--- src/rtl/tlc_pkg.sv ---
// Shared constants for the traffic light controller front end: debounce/stuck
// defaults, counter widths and channel indices.
package tlc_pkg;

  localparam int DEB_CYCLES_DEF   = 4;
  localparam int STUCK_CYCLES_DEF = 1024;
  localparam int DEB_CNT_W        = 4;
  localparam int STUCK_CNT_W      = 16;

  localparam logic CH_MAIN = 1'b0;
  localparam logic CH_SIDE = 1'b1;

  typedef struct packed {
    logic req;
    logic stuck;
  } det_status_t;

endpackage

--- src/rtl/det_channel.sv ---
// One loop-detector channel: 2-flop synchroniser, debounce filter, service
// request latch and, with DETECT_STUCK_EN defined, stuck-high recall.
module det_channel
  import tlc_pkg::*;
#(
  parameter int DEB_CYCLES   = DEB_CYCLES_DEF,
  parameter int STUCK_CYCLES = STUCK_CYCLES_DEF
) (
  input  logic        clk,
  input  logic        rst_n,
  input  logic        raw,
  input  logic        ack,
  output det_status_t status
);

  if ((DEB_CYCLES < 2) || (DEB_CYCLES > 15) ||
      (STUCK_CYCLES < 16) || (STUCK_CYCLES > 65535)) begin : g_bad_param
    $error("det_channel: DEB_CYCLES or STUCK_CYCLES out of range");
  end

  localparam logic [DEB_CNT_W-1:0] DEB_LAST = DEB_CNT_W'(DEB_CYCLES - 1);

  logic                 s1_r;
  logic                 s2_r;
  logic                 filt_r;
  logic                 filt_s;
  logic [DEB_CNT_W-1:0] cnt_r;
  logic [DEB_CNT_W-1:0] cnt_s;
  logic                 req_r;
  logic                 req_s;
  logic                 stuck_s;

  // Two-flop synchroniser for the asynchronous loop input.
  always_ff @(posedge clk or negedge rst_n) begin
    if (!rst_n) begin
      s1_r <= 1'b0;
      s2_r <= 1'b0;
    end else begin
      s1_r <= raw;
      s2_r <= s1_r;
    end
  end

  // Debounce: any agreeing sample restarts the run of disagreements.
  always_comb begin
    filt_s = filt_r;
    cnt_s  = {DEB_CNT_W{1'b0}};
    if (s2_r == filt_r) begin
      cnt_s = {DEB_CNT_W{1'b0}};
    end else if (cnt_r == DEB_LAST) begin
      filt_s = s2_r;
      cnt_s  = {DEB_CNT_W{1'b0}};
    end else begin
      cnt_s = cnt_r + {{(DEB_CNT_W-1){1'b0}}, 1'b1};
    end
  end

  // Debounce state register.
  always_ff @(posedge clk or negedge rst_n) begin
    if (!rst_n) begin
      filt_r <= 1'b0;
      cnt_r  <= {DEB_CNT_W{1'b0}};
    end else begin
      filt_r <= filt_s;
      cnt_r  <= cnt_s;
    end
  end

`ifdef DETECT_STUCK_EN
  localparam logic [STUCK_CNT_W-1:0] STUCK_LIM = STUCK_CNT_W'(STUCK_CYCLES);

  logic [STUCK_CNT_W-1:0] scnt_r;
  logic [STUCK_CNT_W-1:0] scnt_s;
  logic                   stuck_r;
  logic                   stuck_nxt_s;

  // Stuck counter: saturating count of filtered-high cycles.
  always_comb begin
    scnt_s      = scnt_r;
    stuck_nxt_s = stuck_r;
    if (!filt_r) begin
      scnt_s      = {STUCK_CNT_W{1'b0}};
      stuck_nxt_s = 1'b0;
    end else if (scnt_r == STUCK_LIM) begin
      scnt_s      = scnt_r;
      stuck_nxt_s = 1'b1;
    end else begin
      scnt_s      = scnt_r + {{(STUCK_CNT_W-1){1'b0}}, 1'b1};
      stuck_nxt_s = (scnt_s == STUCK_LIM);
    end
  end

  // Stuck counter and flag registers.
  always_ff @(posedge clk or negedge rst_n) begin
    if (!rst_n) begin
      scnt_r  <= {STUCK_CNT_W{1'b0}};
      stuck_r <= 1'b0;
    end else begin
      scnt_r  <= scnt_s;
      stuck_r <= stuck_nxt_s;
    end
  end

  assign stuck_s = stuck_r;
`else
  assign stuck_s = 1'b0;
`endif

  // Request latch: service acknowledge always wins over a new demand.
  always_comb begin
    req_s = req_r;
    if (ack) begin
      req_s = 1'b0;
    end else if (filt_r || stuck_s) begin
      req_s = 1'b1;
    end else begin
      req_s = req_r;
    end
  end

  // Request register.
  always_ff @(posedge clk or negedge rst_n) begin
    if (!rst_n) begin
      req_r <= 1'b0;
    end else begin
      req_r <= req_s;
    end
  end

  assign status.req   = req_r;
  assign status.stuck = stuck_s;

endmodule

--- src/rtl/vehicle_detect_cond.sv ---
// Conditions the main and side loop detectors into MD/SD demand requests.
// Optional stuck-loop recall is built when DETECT_STUCK_EN is defined.
module vehicle_detect_cond
  import tlc_pkg::*;
#(
  parameter int DEB_CYCLES   = DEB_CYCLES_DEF,
  parameter int STUCK_CYCLES = STUCK_CYCLES_DEF
) (
  input  logic CLK,
  input  logic clr_n,
  input  logic MLOOP,
  input  logic SLOOP,
  input  logic MA,
  input  logic SG,
  output logic MD,
  output logic SD,
  output logic MSTUCK,
  output logic SSTUCK
);

  det_status_t main_status_s;
  det_status_t side_status_s;

  det_channel #(
    .DEB_CYCLES  (DEB_CYCLES),
    .STUCK_CYCLES(STUCK_CYCLES)
  ) u_main (
    .clk   (CLK),
    .rst_n (clr_n),
    .raw   (MLOOP),
    .ack   (MA),
    .status(main_status_s)
  );

  det_channel #(
    .DEB_CYCLES  (DEB_CYCLES),
    .STUCK_CYCLES(STUCK_CYCLES)
  ) u_side (
    .clk   (CLK),
    .rst_n (clr_n),
    .raw   (SLOOP),
    .ack   (SG),
    .status(side_status_s)
  );

  assign MD     = main_status_s.req;
  assign SD     = side_status_s.req;
  assign MSTUCK = main_status_s.stuck;
  assign SSTUCK = side_status_s.stuck;

endmodule

--- config.mk ---
export PLATFORM = sky130hd
export DESIGN_NAME = vehicle_detect_cond
export DESIGN_NICKNAME = d
export VERILOG_FILES = /design/src/rtl/tlc_pkg.sv /design/src/rtl/det_channel.sv /design/src/rtl/vehicle_detect_cond.sv
export SDC_FILE = /design/constraint.sdc
export NUM_CORES = 1
export LEC_CHECK = 0
export ABC_AREA = 1
export BUFFER_PORTS_ARGS = -buffer_cell sky130_fd_sc_hd__clkbuf_2
export CORE_MARGIN = 2
export CORE_UTILIZATION = 40
export CTS_CLUSTER_DIAMETER = 100
export DETAILED_ROUTE_END_ITERATION = 10
export PLACE_DENSITY = 0.65
export REMOVE_ABC_BUFFERS = 1
export SYNTH_ARGS = -nofsm -noshare
export SYNTH_HDL_FRONTEND = slang
export SYNTH_HIERARCHICAL = 1
export SYNTH_SLANG_ARGS = --single-unit
--- constraint.sdc ---
create_clock -name CLK -period 0.9 [get_ports CLK]
set_input_delay 0.09 -clock CLK [delete_from_list [all_inputs] [get_ports CLK]]
set_output_delay 0.09 -clock CLK [all_outputs]
set_load 0.03 [all_outputs]
After elaboration in Yosys (flattened, before gate mapping)
Cells that the tools add are included.
- register bits: 16
- input bits: 6
- output and inout port bits: 4
- word-level logic and storage cells: 30
- $add $sub $neg: 2
- eq/ne operators: 4
- multiplexer cells: 8
- bitwise logic cells: 2
- reduce and logical (&&, ||, !) cells: 4
- operators by type and width (kind ; number):
    two-way mux 4 bit ; 4
    adder 4 x 1 -> 4 bit, second input constant ; 2
    equality test 4 x 2 -> 1 bit, second input constant ; 2
    two-way mux 1 bit ; 4
    AND reduction 2 bit ; 2
    nonzero test 2 bit ; 2
    equality test 1 bit ; 2
    NOT 1 bit ; 2

Logic depth before layout (Yosys ltp)
- depth after elaboration: 3
- gate-level depth with buffers: 5
- mapped depth without buffers: 5

Hierarchy
The synthesis kept the hierarchy.
- by module, submodules not included (module ; instances ; cells an instance ; area an instance (µm²) ; seq. area each (µm²)):
    det_channel (u_main) ; 1 ; 34 ; 337.8 ; 200.2
    det_channel (u_side) ; 1 ; 35 ; 331.6 ; 200.2

Worst setup path after synthesis
Ideal clock, no wire load.
- path kind: register to register
- start point: reg u_main.cnt_r[0]
- end point: reg u_main.cnt_r[3]
- library setup time: 0.069 ns
- arrival: 0.854 ns
- data required time: 0.831 ns
- path slack: -0.023 ns
- stages on the path, launching flop included: 5
- buffers on the path: 0
- clock period less this slack: 0.923 ns
- cells stage by stage: dfrtp_1 > ha_1 > nand2_2 > nand2_2 > nor2_2
- longest elaborated chain between the ends: 3
- elaborated cells between the ends (all ways): 4
- classes of those cells: add/sub: 1; eq/ne: 1; mux: 2
- RTL lines (item ; line ; text):
    start: declaration ; det_channel.sv:27 ; logic [DEB_CNT_W-1:0] cnt_r;
    start signal: assignment ; det_channel.sv:62 ; cnt_r <= {DEB_CNT_W{1'b0}};
    start signal: assignment ; det_channel.sv:65 ; cnt_r <= cnt_s;
    adder 4 x 1 -> 4 bit or equality test 4 x 2 -> 1 bit (tied branches) ; det_channel.sv:54, det_channel.sv:50 ;
    two-way mux 4 bit (*) ; det_channel.sv:50 ; end else if (cnt_r == DEB_LAST) begin
    two-way mux 4 bit (*) ; det_channel.sv:48 ; if (s2_r == filt_r) begin
    named net u_main.cnt_s[3] ; det_channel.sv:28 ; logic [DEB_CNT_W-1:0] cnt_s;
Mark *: on every way through the listed nets, which the timed path passes. The rest lies on a longest branch.
A chain may end at the register's enable or synchronous reset.

Final worst setup path
- start point: reg u_main.cnt_r[0]
- end point: reg u_main.cnt_r[1]
The elaborated chain is that of the path after synthesis.

==> results.md <==
* Setup slack at placement at -0.0561 ns
* Clock transition at the registers of the reported paths at approximately 0.09 ns
* Endpoint kind of the worst setup timing path: flip-flop
* Met3 GRT Util at approximately 4%
* Minimum period implied by the final worst setup slack at approximately 0.95 ns
* Count of nets left with antenna violations after detail routing at 0
* Clock latency of the later-clocked register in the worst-skew pair at about 0.28 ns
* Total of endpoints with negative setup slack in the final report at 7
* Core area at around 0.0015 mm2
* Tot Pwr at between 2 and 3 mW
* Worst clock skew at between 0.002 and 0.003 ns
* Sink Count at 16
* Vias per inst at 4.80
* Aggregate global-route resource usage at 15.3%
* Pin count of the biggest net entering global routing at 17
* Yosys Warn Count at 6
* Static Leakage at between 0.4 and 0.5 nW
* Top Ports at 10
* Final worst path period share at 105%
* Routed WL per cell at ~12 um
* Peak fanout along the critical path at 2
* Run status: complete, but fails checks
* Final hold vios at 0
* Effective utilization at floorplan at a little over two fifths
* Share of final-layout standard cells stronger than drive strength 1 at between 40% and 50%
* Total inserted antenna cells at 0
* RSZ-0062 raised after global routing: true
* Arrival time at the worst endpoint at between 1 and 1.5 ns
* First-pass GRT wire length at ~2.2 mm
* Failing checks: negative setup slack
* Number of fill cells in the layout at between 100 and 150
* Required arrival time at the worst endpoint at 1.07 ns
* Share of Yosys cell area claimed by the top area cell type at 59.8%
* Seq/Total Area, Yosys at about three fifths
* Peak-usage layer in the global routing report: met2
* Vias at about 500
* Total length of routed wires at around 1.3 mm
* Count of standard-cell rows at 14
* DIE HEIGHT at around 45 um
* Port Buffer Count at 7
* Area added between synthesis and finish at 41.5%
* Number of global-route vias before repair at between 500 and 600
* DIE WIDTH at between 40 and 50 um
* Most area-consuming cells after synthesis: dfrtp_1 60%, nand2_1 6.2%, inv_1 5.0%
* Critical Path Source Type: flip-flop
* Post-route setup slack at -0.0480 ns
* Area of the mapped netlist at around 670 um2
* Type of the worst setup path: flip-flop to flip-flop
* Initial DRT Pass Iterations at 4
* Maximum ir drop on the vdd rail at ~1.7 mV
* Initial antenna violation count at 0
* Pwr Density at ~2700 mW/mm2
* Detailed Route Iter0 Violations at 11
* Clock buffers created by TritonCTS at 3
* Overall die area at 0.00202 mm2
* CTS HTree Levels at 1
* Flip-flop and latch count after synthesis at 16
* TritonCTS clock tree: built
* Synthesized instance count at between 60 and 70
* Final Net Count at 97
* Master cell of the clock root buffer: clkbuf_4
* Detailed Place HPWL at roughly 700 um
* Cell taking the most area after synthesis: dfrtp_1
* Met1 Resource Use GR at between 10% and 20%
* Residual overflow from global routing at 0
* Synthesized area divided by synthesized cell count at 9.70 um2
* Hold/Removal Path Class: primary input to asynchronous set/reset pin
* Area taken by multi-input logic gates at approximately 290 um2
* Storage cell area at between 400 and 500 um2
* Maximum clock frequency at between 1 and 1.5 GHz
* Routability cong. at between 0.7 and 0.8
* Final routed DRC violation total at 0
* GR met2 Demand/Resource at a little over a quarter
* Clock Path Buffers at 2
* Number of distinct library cells after synthesis at 16
* Max_cap viols at 0
* Max-slew violation count at 0
==> power by group <==
| group | internal [mW] | switching [mW] |
|---|---|---|
| Combinational | 0.538 | 0.469 |
| Sequential | 0.875 | 0.169 |
| Clock | 0.246 | 0.214 |
| Total | 1.66 | 0.852 |
==> cell usage after synthesis <==
library cell and number:
buf_4 4, xnor2_1 2, nand3_1 4, nand2_2 2, o21ai_0 1, conb_1 2, dfrtp_1 16, a21oi_1 1
o21ai_1 1, nor2_1 9, ha_1 2, nand2_1 11, nand4_1 2, nor2_2 2, a21boi_1 1, inv_1 9
==> final timing paths <==
| check | slack [ns] | cells past startpoint | startpoint | to |
|---|---|---|---|---|
| min in group CLK | 0.36 | 0 | u_main/s1_r | u_main/s2_r |
| worst min register to register | 0.36 | 0 | u_main/s1_r | u_main/s2_r |
| worst max register to register | -0.05 | 2 | u_main/cnt_r[0] | u_main/cnt_r[1] |
| max in group asynchronous | 0.34 | 2 | clr_n | u_main/cnt_r[2] |
| worst min-delay path | 0.27 | 2 | clr_n | u_main/s2_r |
| worst max-delay path | -0.05 | 2 | u_main/cnt_r[0] | u_main/cnt_r[1] |
==> through the flow <==
| stage | util [%] | instances | setup TNS [ns] | area, um2 | hold slack, ns |
|---|---|---|---|---|---|
| final | 61.4 | 104 | -0.204 | 947 | 0.266 |
| after global routing | 61.4 | 104 | -0.641 | 947 | 0.315 |
| after CTS | 57.6 | 103 | -0.0749 | 888 | 0.256 |
| after detailed placement | 48.0 | 94 | -0.179 | 739 | 0.0242 |
| after global placement | 48.0 | 94 | -0.114 | 739 | 0.0251 |
| after floorplan | - | 65 | -0.0508 | 639 | -0.206 |
==> sequential cells by signal (all words and copies together) (netlist names) <==
signal,flops
u_main/cnt_r,4
u_main/filt_r,1
u_main/req_r,1
u_main/s1_r,1
u_main/s2_r,1
u_side/cnt_r,4
u_side/filt_r,1
u_side/req_r,1
u_side/s1_r,1
u_side/s2_r,1
==> layer usage <==
layer  part of all wire (%)  vias up
li1                       -      241
met1                     43      235
met2                     53       20
met3                    3.7        3
met4                   0.70        0
met5                      0        -
==> cell usage in the layout (no fill, tap or decap), drive strengths merged <==
cell type	synthesis	layout
conb	2	2
nand2	13	13
nand4	2	2
dfrtp	16	16
ha	2	2
clkbuf	0	9
dlygate4sd3	0	5
o21ai	2	2
xnor2	2	2
nand3	4	4
a21oi	1	1
inv	9	9
a21boi	1	1
nor2	11	11
buf	4	9
==> worst max-delay path, stage by stage (launching register included) <==
cell and delay (ns):
dfrtp_1 0.44, ha_4 0.26, a21boi_2 0.14
==> cell type report <==
type                    instances  share of cell area (%)
repair buffers                 19                    17.4
flip-flops and latches         16                    42.4
multi-input cells              40                    30.6
clock buffers                   4                    3.83
well taps                      16                    2.11
inverters                       9                    3.57
==> kinds of logic (layout without fill, tap and decap cells) <==
family | count (synthesis) | count (layout) | share of synthesized area, %
xor gates and xnor gates | 2 | 2 | 2.62
adders and majority gates | 2 | 2 | 3.74
AOI/OAI and AO/OA | 4 | 4 | 3.36
DFF | 16 | 16 | 59.8
buffers and inverters | 13 | 32 | 9.53
and+or+nand+nor | 30 | 30 | 19.8
other | 2 | 2 | 1.12
==> timing repair <==
item,4_1_cts,5_1_grt
gates resized for setup,14,16
setup buffers,0,1
hold endpoints to repair,20,0
hold buffers,5,0
setup endpoints to repair,10,12
pin swaps,7,6
Note: power is estimated with default switching activity, not from simulation.
